[src/rtl/level_button_conditioner_if.sv]
// Level-button bundle between the raw pushbutton pins and the conditioner outputs.
// The slave side is the conditioner; the master side drives btn_raw and observes the results.
interface level_button_conditioner_if #(
   parameter int N_BTN = 4
);
   logic [N_BTN-1:0] btn_raw;
   logic [N_BTN-1:0] btn_stable;
   logic [N_BTN-1:0] level_buttons;
   logic [N_BTN-1:0] press_pulse;
   logic             multi_lock;

   modport master (
      output btn_raw,
      input  btn_stable,
      input  level_buttons,
      input  press_pulse,
      input  multi_lock
   );

   modport slave (
      input  btn_raw,
      output btn_stable,
      output level_buttons,
      output press_pulse,
      output multi_lock
   );
endinterface

[src/rtl/level_button_conditioner.sv]
// Synchronizes, debounces and one-hot filters the level pushbuttons; press shows up
// DEBOUNCE_CYCLES+2 cycles later on btn_stable, +3 on level_buttons/press_pulse; no backpressure.
module level_button_conditioner #(
   parameter int N_BTN           = 4,
   parameter int DEBOUNCE_CYCLES = 1000000,
   parameter int CNT_W           = 20
) (
   input  logic                       clk,
   input  logic                       reset,
   level_button_conditioner_if.slave  bus
);
   localparam int               POP_W    = $clog2(N_BTN + 1);
   localparam logic [CNT_W-1:0] CNT_LAST = CNT_W'(DEBOUNCE_CYCLES - 1);

   logic [N_BTN-1:0] sync_meta;
   logic [N_BTN-1:0] sync;
   logic [CNT_W-1:0] cnt [N_BTN];
   logic [N_BTN-1:0] btn_stable;
   logic [N_BTN-1:0] level_buttons;
   logic [N_BTN-1:0] level_next;
   logic [N_BTN-1:0] press_pulse;
   logic             multi_lock;
   logic             lock_next;
   logic [POP_W-1:0] pop;

   always_ff @(posedge clk or negedge reset) begin
      if (!reset) begin
         sync_meta <= '0;
         sync      <= '0;
      end else begin
         sync_meta <= bus.btn_raw;
         sync      <= sync_meta;
      end
   end

   // Any cycle where the synchronized level agrees with the accepted level restarts the count.
   always_ff @(posedge clk or negedge reset) begin
      if (!reset) begin
         btn_stable <= '0;
         for (int i = 0; i < N_BTN; i++) cnt[i] <= '0;
      end else begin
         for (int i = 0; i < N_BTN; i++) begin
            if (sync[i] == btn_stable[i]) begin
               cnt[i] <= '0;
            end else if (cnt[i] == CNT_LAST) begin
               btn_stable[i] <= sync[i];
               cnt[i]        <= '0;
            end else begin
               cnt[i] <= cnt[i] + CNT_W'(1);
            end
         end
      end
   end

   always_comb begin
      pop = '0;
      for (int i = 0; i < N_BTN; i++) pop = pop + POP_W'(btn_stable[i]);
   end

   // Lockout set by any chord is only cleared once every button is released.
   always_comb begin
      level_next = '0;
      lock_next  = multi_lock;
      if (pop == '0) begin
         lock_next = 1'b0;
      end else if (pop > POP_W'(1)) begin
         lock_next = 1'b1;
      end else if (!multi_lock) begin
         level_next = btn_stable;
      end
   end

   always_ff @(posedge clk or negedge reset) begin
      if (!reset) begin
         level_buttons <= '0;
         press_pulse   <= '0;
         multi_lock    <= 1'b0;
      end else begin
         level_buttons <= level_next;
         press_pulse   <= level_next & ~level_buttons;
         multi_lock    <= lock_next;
      end
   end

   assign bus.btn_stable    = btn_stable;
   assign bus.level_buttons = level_buttons;
   assign bus.press_pulse   = press_pulse;
   assign bus.multi_lock    = multi_lock;
endmodule

[src/flat_wrapper.sv]
// flat-port wrapper written by rule: the top's interface ports become plain ports
module level_button_conditioner_flat 
#(
   parameter int N_BTN           = 4,
   parameter int DEBOUNCE_CYCLES = 1000000,
   parameter int CNT_W           = 20
)
  (clk, reset, bus_btn_raw, bus_btn_stable, bus_level_buttons, bus_press_pulse, bus_multi_lock);
  level_button_conditioner_if #(.N_BTN(N_BTN)) bus_i ();
  input  logic clk;
  input  logic reset;
  input wire logic [$bits(bus_i.btn_raw)-1:0] bus_btn_raw;
  output wire logic [$bits(bus_i.btn_stable)-1:0] bus_btn_stable;
  output wire logic [$bits(bus_i.level_buttons)-1:0] bus_level_buttons;
  output wire logic [$bits(bus_i.press_pulse)-1:0] bus_press_pulse;
  output wire logic [$bits(bus_i.multi_lock)-1:0] bus_multi_lock;
  assign bus_i.btn_raw = bus_btn_raw;
  assign bus_btn_stable = bus_i.btn_stable;
  assign bus_level_buttons = bus_i.level_buttons;
  assign bus_press_pulse = bus_i.press_pulse;
  assign bus_multi_lock = bus_i.multi_lock;
  level_button_conditioner #(.N_BTN(N_BTN), .DEBOUNCE_CYCLES(DEBOUNCE_CYCLES), .CNT_W(CNT_W)) u_core (.clk(clk), .reset(reset), .bus(bus_i));
endmodule
[config.mk]
export PLATFORM = sky130hd
export DESIGN_NAME = level_button_conditioner_flat
export DESIGN_NICKNAME = d
export VERILOG_FILES = /design/src/rtl/level_button_conditioner_if.sv /design/src/rtl/level_button_conditioner.sv /design/src/flat_wrapper.sv
export SDC_FILE = /design/constraint.sdc
export NUM_CORES = 1
export LEC_CHECK = 0
export ABC_AREA = 1
export BUFFER_PORTS_ARGS = -buffer_cell sky130_fd_sc_hd__buf_4
export CORE_ASPECT_RATIO = 1.2
export CORE_MARGIN = 2
export CORE_UTILIZATION = 25
export CTS_BUF_LIST = sky130_fd_sc_hd__clkbuf_4 sky130_fd_sc_hd__clkbuf_8
export DETAILED_ROUTE_END_ITERATION = 10
export PLACE_DENSITY_LB_ADDON = 0.05
export SLEW_MARGIN = 10
export SYNTH_ARGS = -nofsm -noshare
export SYNTH_HDL_FRONTEND = slang
export SYNTH_SLANG_ARGS = --single-unit
[constraint.sdc]
create_clock -name clk -period 3.5 [get_ports clk]
set_clock_uncertainty 0.05 [all_clocks]
set_input_delay 0.7 -clock clk [delete_from_list [all_inputs] [get_ports clk]]
set_output_delay 0.7 -clock clk [all_outputs]
set_load 0.02 [all_outputs]
==> out/metrics.cfg, run 1 <==
[outcome]
status=finished clean

[timing]
hold_viol_final=0
rsz0062_at_grt=false
maxSlewHeadroom_pct=54.4
timing_max_transition_violations_final=0
worstMarginPinSlew_ns=0.681
post-route-period-util_pct=70.6
period_needed_ns=2.47
setup_ws_ns=1.03
max_clock_freq_mhz=405
setup_viol_count_final=0
final.setup.tns_ns=0

[global_route]
grt_first_pass_wirelength_um=22500
globalRouteOverflowTotal=0
gr-usage-all-layers_pct=12.9
grt_max_degree=61
first_global_vias=4457
grt_antenna_before_repair=0

[clock_network]
cts-htree-levels=3
clk-insertion-delay-late_ns=0.38
number_of_gates_resized_after_cts=0
path_clk_slew_ns=0.10
clockRootBuffer=clkbuf_8
cts_num_sinks=101
cts_tree=built
numCtsBuffers=9
cts-root-to-sink-buffers=2
post-cts-setup-buffers=0
post_cts_hold_buffer_count=0

[power]
worst_ir_drop_vdd_mv=0.132
leakagePower_uw=0.00264
cellPowerDensity_mw_per_mm2=336
fin_total_pwr_uw=2010

[cells_and_area]
nets=726
syn2layout_area_growth_pct=12.4
diode_insertion_count_for_antenna_repair=0
instances_no_fill=985
share_of_final_layout_standard_cells_stronger_than_drive_strength_1_pct=11.2

[setup_path]
slowest_delay_ns=0.47
critical-path-top-delay-family=adder cells
setup.reg_to_reg.worst_slack_ns=1.03
cp.arrival_ns=2.70
cp_common_cell=ha_1
timing_worst_setup_path_type=flop to flop
worstPathRequired_ns=3.73
reg2reg_from=u_core.bus.btn_stable[0]
worstReg2RegEnd=u_core.bus.press_pulse[1]
crit_path_cell_trace=ha_1, inv_1, fa_1, ha_1, o21ai_0, nand3b_1, nor3_1
critical_path_peak_fanout=8
cp-end-kind=flop
critical_path.n_buffers_inverters=1
start_kind=flop
rr_worst_depth=7
timing.critical_path.slowest_stage_cell=dfrtp_1

[die]
die_area_sq_mm=0.0225
io_pins=19
x_dimension_of_the_die_um=137
area_of_the_core_sq_mm=0.0209
start_util_pct=25.5
dieHeight_um=164
floorplan.rows=58

[synthesis]
yosys_most_used_dff=dfrtp_1
seq_area_frac_synth_pct=47.5
synth.top_cells.by_count=nor2_1, nand2_1, dfrtp_1
synth_seq_cells=101
synth_area_sq_mm=0.00532
post_synth_inst_count=683
synth.most_common_cell=nor2_1
synth_warnings=0
ys_top_cells_by_area=dfrtp_1, nor2_1, nand2_1, nand3_1, inv_1
synth_top_area_cell=dfrtp_1
synth_async_sr_flop_share_pct=100
synth_enable_flop_cells=0
synth.avg_cell_area_sq_um=7.79
syn-num-nets=698
post-synth-top-area-fraction_pct=47.5
ys_types=31

[detailed_routing]
routed_via_density=4.37
ant_nets=0
wire_per_inst_um=13.2
wl_um=13000
first_pass_iters=4
dr.first_iter.drc_count=184
vias=4302
post-route-drc-count=0

[placed_design]
routabilityCongestion=0.780
place.detailed.hpwl_um=9750
placement.setup.worst_slack_ns=1.02
post-place-cells=970
buffer_ports.inserted=18

[min_path]
hold_path.class=input pin to asynchronous set/reset pin

[flow_run]
maxCapViolCount=0

layout by cell type, fill, tap and decap left out, drive strengths merged, types with 2 or more instances in the layout:
| cell type | synthesis | final |
|---|---|---|
| nor3b | 3 | 3 |
| xor2 | 26 | 26 |
| nor3 | 11 | 11 |
| buf | 2 | 19 |
| clkbuf | 0 | 14 |
| a21oi | 13 | 13 |
| nand3 | 57 | 57 |
| ha | 8 | 8 |
| o21ai | 12 | 12 |
| clkinv | 1 | 2 |
| inv | 78 | 78 |
| nand3b | 4 | 4 |
| nor2 | 196 | 196 |
| dfrtp | 101 | 101 |
| nand4 | 10 | 10 |
| nand2 | 142 | 142 |
| xnor2 | 14 | 14 |
flip-flops by register name, indices dropped and copies added, names as in the netlist:
signal,cells
u_core.bus.btn_stable,4
u_core.bus.level_buttons,4
u_core.bus.multi_lock,1
u_core.bus.press_pulse,4
u_core.cnt,80
u_core.sync,4
u_core.sync_meta,4
report_power, final:
part           internal, uW  switching (uW)  total, uW
logic                  21.6            54.8       76.4
registers              1180            12.6       1190
clock network           330             410        740
metal layers:
metal / GRT usage, % / routed length (um)
met5: 0 / 0
met4: 5.67 / 291
met3: 2.25 / 423
met2: 21.8 / 6290
met1: 16.1 / 6000
area by class of cell:
cell class	instances	area, sq um
Fill cell	2311	14900
Sequential cell	101	2530
Multi-Input combinational cell	501	2480
Tap cell	270	338
Inverter	79	297
Clock buffer	14	180
Timing Repair Buffer	19	155
Clock inverter	1	5.00
how the worst max path moves through the flow:
stage | to | slack, ns | cells after the start | startpoint
after CTS | u_core.bus.press_pulse[1] | 1.00 | 7 | u_core.bus.btn_stable[0]
final | u_core.bus.press_pulse[1] | 1.03 | 7 | u_core.bus.btn_stable[0]
after global placement | u_core.bus.press_pulse[3] | 1.17 | 7 | u_core.bus.btn_stable[0]
after global routing | u_core.bus.press_pulse[1] | 0.84 | 7 | u_core.bus.btn_stable[0]
after floorplan | u_core.bus.press_pulse[0] | 1.26 | 7 | u_core.bus.btn_stable[0]
after detailed placement | u_core.bus.press_pulse[1] | 1.02 | 7 | u_core.bus.btn_stable[0]
worst reg2reg max path: cells and delay by family (launching register included):
family | cells | cell delay, ns
AOI/OAI and AO/OA | 1 | 0.24
adders and majority gates | 3 | 1.04
buffers and inverters | 1 | 0.04
DFF | 1 | 0.47
and+or+nand+nor | 2 | 0.55
stage by stage:
stage	util, %	hold WS (ns)	instance area, sq um
4_1_cts	28.6	0.266	5980
3_5_place_dp	27.7	0.300	5800
3_3_place_gp	27.7	0.295	5800
5_1_grt	28.6	0.280	5980
6_report	28.6	0.255	5980
2_1_floorplan	-	0.281	5320
cell families (layout without fill, tap and decap cells):
family / count (synthesis) / after routing / synth area share, %
xor+xnor: 40 / 40 / 7.01
buf+inv: 81 / 113 / 5.88
flops: 101 / 101 / 47.5
compound gates: 27 / 27 / 3.06
simple gates: 425 / 425 / 34.3
fa+ha+maj: 9 / 9 / 2.26
(Power assumes the default switching activity.)
==> run 2: changes to the inputs <==
ABC_AREA = 0   (was 1)
clock period = 2.29 ns   (was 3.5 ns; I/O delays follow)
==> out/metrics.cfg, run 2 <==
[outcome]
status=finished clean

[clock_network]
clk-insertion-delay-late_ns=0.38
cts_num_sinks=101
clockRootBuffer=clkbuf_8
numCtsBuffers=9
cts_tree=built
cts-htree-levels=3
cts-root-to-sink-buffers=2
path_clk_slew_ns=0.10

[detailed_routing]
post-route-drc-count=0
first_pass_iters=4
wire_per_inst_um=13.6
vias=3587
dr.first_iter.drc_count=132
wl_um=10700
ant_nets=0
routed_via_density=4.55
highest_routed_metal_layer=met4
dr_wl_met2_um=5010
wl_met3_um=310
met1_length_um=5270

[placed_design]
place.detailed.hpwl_um=7480
post-place-cells=770
routabilityCongestion=0.741
placement.setup.worst_slack_ns=-0.0573
buffer_ports.inserted=18
placed_area_sq_mm=0.00553

[setup_path]
worst_setup_path_startpoint=u_core.bus.btn_stable[0]
slowest_delay_ns=0.43
cp_common_cell=ha_4
crit_path_cell_trace=ha_4, inv_2, fa_2, ha_4, or2_4, a31oi_4, buf_4, nor3_1
reg2reg_from=u_core.bus.btn_stable[0]
worstPathRequired_ns=2.49
start_kind=flop
timing_worst_setup_path_type=flop to flop
timing.critical_path.slowest_stage_cell=dfrtp_2
critical_path_peak_fanout=4
cp-end-kind=flop
cp.arrival_ns=2.45

[die]
dieHeight_um=156
area_of_the_core_sq_mm=0.0189
start_util_pct=25.6
x_dimension_of_the_die_um=131
io_pins=19
die_area_sq_mm=0.0205
floorplan.rows=55

[synthesis]
synth_warnings=0
synth_async_sr_flop_share_pct=100
post_synth_inst_count=476
synth.most_common_cell=dfrtp_1
post-synth-top-area-fraction_pct=52.2
synth_top_area_cell=dfrtp_1
synth.avg_cell_area_sq_um=10.2
ys_types=42
synth.top_cells.by_count=dfrtp_1, nor2_1, xnor2_1
syn-num-nets=491
synth_seq_cells=101
synth_area_sq_mm=0.00484
seq_area_frac_synth_pct=52.2
yosys_most_used_dff=dfrtp_1
synth_enable_flop_cells=0
ys_top_cells_by_area=dfrtp_1, xnor2_1, nor2_1, xor2_1, nand3_1

[flow_run]
maxCapViolCount=0

[cells_and_area]
diode_insertion_count_for_antenna_repair=0
instances_no_fill=789
utilization_pct=30.7
layout.cells.most_common=dfrtp_1
syn2layout_area_growth_pct=19.9
nets=543
most-common-layout-cells=dfrtp_1, nor2_1, buf_4
final_design_area_no_fill_sq_mm=0.00580
top_register=u_core.cnt
share_of_final_layout_standard_cells_stronger_than_drive_strength_1_pct=18.4
largest_register_ffs=80

[power]
leakagePower_uw=0.00233
cellPowerDensity_mw_per_mm2=524
worst_ir_drop_vdd_mv=0.217

[timing]
maxSlewHeadroom_pct=70.5
worstMarginPinSlew_ns=0.439
max_clock_freq_mhz=443
hold_viol_final=0
period_needed_ns=2.25
setup_viol_count_final=0
rsz0062_at_grt=true
setup_ws_ns=0.0351
post-route-period-util_pct=98.5
timing_max_transition_violations_final=0

[min_path]
hold_path_startpoint=bus_btn_raw[2]
hold_path.class=input pin to flop

[global_route]
gr-usage-all-layers_pct=11.7
grt_max_degree=56
first_global_vias=3768
grt_first_pass_wirelength_um=18900
globalRouteOverflowTotal=0
grt_antenna_before_repair=0

[run 2: final timing paths]
kind	to	slack, ns	cells after the start
min reg2reg	u_core.sync[3]	0.30	0
max reg2reg	u_core.bus.level_buttons[2]	0.04	8
max	u_core.bus.level_buttons[2]	0.04	8
min	u_core.sync_meta[2]	0.13	1
max in group asynchronous	u_core.bus.btn_stable[1]	1.29	3
min in group asynchronous	u_core.cnt[33]	0.38	2
[run 2: cell type report]
| type | count | area, sq um |
|---|---|---|
| Sequential cell | 101 | 2530 |
| Clock inverter | 2 | 10.0 |
| Timing Repair Buffer | 53 | 442 |
| Inverter | 19 | 71.3 |
| Multi-Input combinational cell | 344 | 2260 |
| Fill cell | 2009 | 13100 |
| Tap cell | 256 | 320 |
| Clock buffer | 14 | 168 |
[run 2: timing repair]
| item | 4_1_cts | 5_1_grt |
|---|---|---|
| pin swaps | 1 | 8 |
| hold buffers | 1 | 0 |
| setup buffers | 1 | 1 |
| setup endpoints to repair | 1 | 19 |
| gates cloned | 0 | 0 |
| hold endpoints to repair | 4 | 0 |
| gates resized for setup | 2 | 9 |
[run 2: logic make-up (layout without fill, tap and decap cells)]
family	after synthesis	count (layout)	synth area share, %
AND/OR/NAND/NOR	229	229	25.1
AO/OA/AOI/OAI	42	42	5.56
flip-flops	101	101	52.2
adder cells (fa/ha/maj)	9	9	2.48
multiplexers	6	6	1.34
buffers and inverters	31	88	2.82
XOR/XNOR	58	58	10.5
[run 2: metrics by stage]
stage               hold slack (ns)  TNS, ns  power [uW]
detailed placement            0.241  -0.0573        1990
floorplan                     0.112        0        1910
CTS                           0.111        0        3110
global placement              0.235        0        1990
finish                        0.133        0        3040
global route                  0.107   -0.266        3200
[run 2: worst max-delay path, delay by kind of cell (launching register included)]
family | cells | cell delay [ns]
buffers and inverters | 2 | 0.20
DFF | 1 | 0.43
and+or+nand+nor | 2 | 0.28
AOI/OAI and AO/OA | 1 | 0.19
adders and majority gates | 3 | 0.97
[run 2: per-layer routing]
| metal | track usage (%) | vias to the layer above |
|---|---|---|
| met5 | 0 | - |
| met4 | 4.26 | 0 |
| met3 | 2.50 | 11 |
| met2 | 18.5 | 29 |
| met1 | 15.6 | 1768 |
| li1 | - | 1779 |
[run 2: power by group]
part	internal (uW)	switching, uW
sequential	1810	23.5
clock	473	618
combinational	43.4	79.3
total	2320	720
==> run 3: changes to the inputs <==
--- a/config.mk
+++ b/config.mk
@@ -10,7 +10,8 @@
 export CORE_ASPECT_RATIO = 1.2
 export CORE_MARGIN = 2
-export CORE_UTILIZATION = 25
+export CORE_UTILIZATION = 50
 export CTS_BUF_LIST = sky130_fd_sc_hd__clkbuf_4 sky130_fd_sc_hd__clkbuf_8
 export DETAILED_ROUTE_END_ITERATION = 10
+export HOLD_SLACK_MARGIN = 0.08
 export PLACE_DENSITY_LB_ADDON = 0.05
 export SLEW_MARGIN = 10
==> constraint.sdc (replaced) <==
create_clock -name clk -period 2.29 [get_ports clk]
set_clock_uncertainty 0.05 [all_clocks]
set_input_delay 0.3435 -clock clk [delete_from_list [all_inputs] [get_ports clk]]
set_output_delay 0.3435 -clock clk [all_outputs]
set_load 0.02 [all_outputs]
==> out/metrics.cfg, run 3 (synthesized netlist as in run 2, its figures left out) <==
[outcome]
status=finished clean

[cells_and_area]
layout.cells.most_common=dfrtp_1
share_of_final_layout_standard_cells_stronger_than_drive_strength_1_pct=17.0
syn2layout_area_growth_pct=16.4
multi_input_comb_area_sq_mm=0.00224
most-common-layout-cells=dfrtp_1, nor2_1, buf_4
utilization_pct=59.5
instances_no_fill=653
nets=540
n_fill_cell=854
sequential_cell_area_sq_mm=0.00253
top_register=u_core.cnt
largest_register_ffs=80
diode_insertion_count_for_antenna_repair=0

[min_path]
hold_end=u_core.sync[0]
hold_path.class=flop to flop
hold_path_startpoint=u_core.sync_meta[0]
hold_path_depth=0

[setup_path]
rr_worst_depth=8
cp.arrival_ns=2.47
timing.critical_path.slowest_stage_cell=dfrtp_2
worstPathRequired_ns=2.49
cp_common_cell=ha_4
worstReg2RegEnd=u_core.bus.level_buttons[0]
timing_worst_setup_path_type=flop to flop
reg2reg_from=u_core.bus.btn_stable[1]
cp-end-kind=flop
setup.reg_to_reg.worst_slack_ns=0.02
critical_path_peak_fanout=3
crit_path_cell_trace=ha_4, inv_2, fa_2, ha_4, or2_4, a31oi_4, nor2_2, and2_1
start_kind=flop
slowest_delay_ns=0.44

[global_route]
grt_max_degree=45
gr-usage-all-layers_pct=19.6
grt_first_pass_wirelength_um=16400
grt_antenna_before_repair=0
globalRouteOverflowTotal=0
first_global_vias=3475

[timing]
hold_viol_final=0
max_clock_freq_mhz=441
setup_viol_count_final=0
maxSlewHeadroom_pct=63.3
timing_max_transition_violations_final=0
post-route-period-util_pct=98.9
worstMarginPinSlew_ns=0.546
rsz0062_at_grt=true
setup_ws_ns=0.0245
final.setup.tns_ns=0
final_layout_worst_hold_slack_ns=0.314
period_needed_ns=2.27

[placed_design]
buffer_ports.inserted=18
post-place-cells=631
place.detailed.hpwl_um=6560
routabilityCongestion=0.820
placement.setup.worst_slack_ns=-0.0136

[power]
cellPowerDensity_mw_per_mm2=555
power.share.clock_pct=37.4
leakagePower_uw=0.00231
p_comb_share_pct=4.0
netSwitchingPower_uw=706
power.sequential.fraction_pct=58.6
worst_ir_drop_vdd_mv=0.384
int_pwr_uw=2420
power.share.switching_pct=22.6

[detailed_routing]
first_pass_iters=4
vias=3574
wire_per_inst_um=14.4
routed_via_density=5.47
ant_nets=0
post-route-drc-count=0
dr.first_iter.drc_count=78
wl_um=9400

[clock_network]
numCtsBuffers=9
path_clk_slew_ns=0.09
cts_num_sinks=101
cts-htree-levels=3
clk-insertion-delay-late_ns=0.36
cts-root-to-sink-buffers=2
clockRootBuffer=clkbuf_8
cts_tree=built

[die]
die_area_sq_mm=0.0105
x_dimension_of_the_die_um=93.8
io_pins=19
dieHeight_um=112
floorplan.rows=39
start_util_pct=51.1
area_of_the_core_sq_mm=0.00947

[flow_run]
maxCapViolCount=0

run 3: changes by cell type in the layout (fill, tap and decap cells not counted), sizes merged:
cell         before  now
buf              52   45
dlygate4sd3       1    5
clkinvlp          0    2
bufinv            0    1
clkbuf           14   11
run 3: per-layer routing:
metal	wire, um	GRT usage, %	vias up
met5	0	0	-
met4	160	6.96	0
met3	221	3.79	13
met2	4600	30.9	33
met1	4420	27.0	1758
li1	-	-	1770
run 3: area by class of cell:
cell class,instances,area share [%]
tap,123,2.73
inverter,19,1.27
multi-input combinational,344,39.9
sequential,101,44.9
clock buffer,11,2.69
clock inverter,5,1.04
timing repair buffer,50,7.47
run 3: how the worst max path moves through the flow:
stage	endpoint	from	slack (ns)	cells past startpoint
2_1_floorplan	u_core.bus.level_buttons[0]	u_core.bus.btn_stable[0]	0.03	8
3_3_place_gp	u_core.bus.press_pulse[2]	u_core.bus.btn_stable[0]	0.12	8
3_5_place_dp	u_core.bus.press_pulse[3]	u_core.bus.btn_stable[1]	-0.01	8
4_1_cts	u_core.bus.level_buttons[0]	u_core.bus.btn_stable[1]	0.04	8
5_1_grt	u_core.bus.level_buttons[0]	u_core.bus.btn_stable[1]	-0.07	8
6_report	u_core.bus.level_buttons[0]	u_core.bus.btn_stable[1]	0.02	8
run 3: repair_timing:
| item | CTS | global route |
|---|---|---|
| endpoints found under the setup margin | 2 | 17 |
| endpoints found under the hold margin | 32 | 0 |
| pin swaps | 1 | 8 |
| resized for setup | 2 | 8 |
| setup buffers | 1 | 0 |
| hold buffers | 5 | 0 |
run 3: critical path: cells and delay by family (launching register included):
family / cells / cell delay (ns)
fa+ha+maj: 3 / 0.93
simple gates: 3 / 0.46
flops: 1 / 0.44
compound gates: 1 / 0.24
buf+inv: 1 / 0.04
run 3: metrics by stage:
stage,cell area [sq um],power (uW)
floorplan,4860,1910
global placement,5310,1990
detailed placement,5310,1990
CTS,5600,3170
global route,5630,3260
finish,5630,3120
run 3: power groups by stage:
stage	sequential [uW]	clock (uW)	combinational, uW
floorplan	1860	0	55.5
global placement	1860	0	121
detailed placement	1860	0	123
CTS	1830	1210	130
global route	1830	1280	148
finish	1830	1170	126
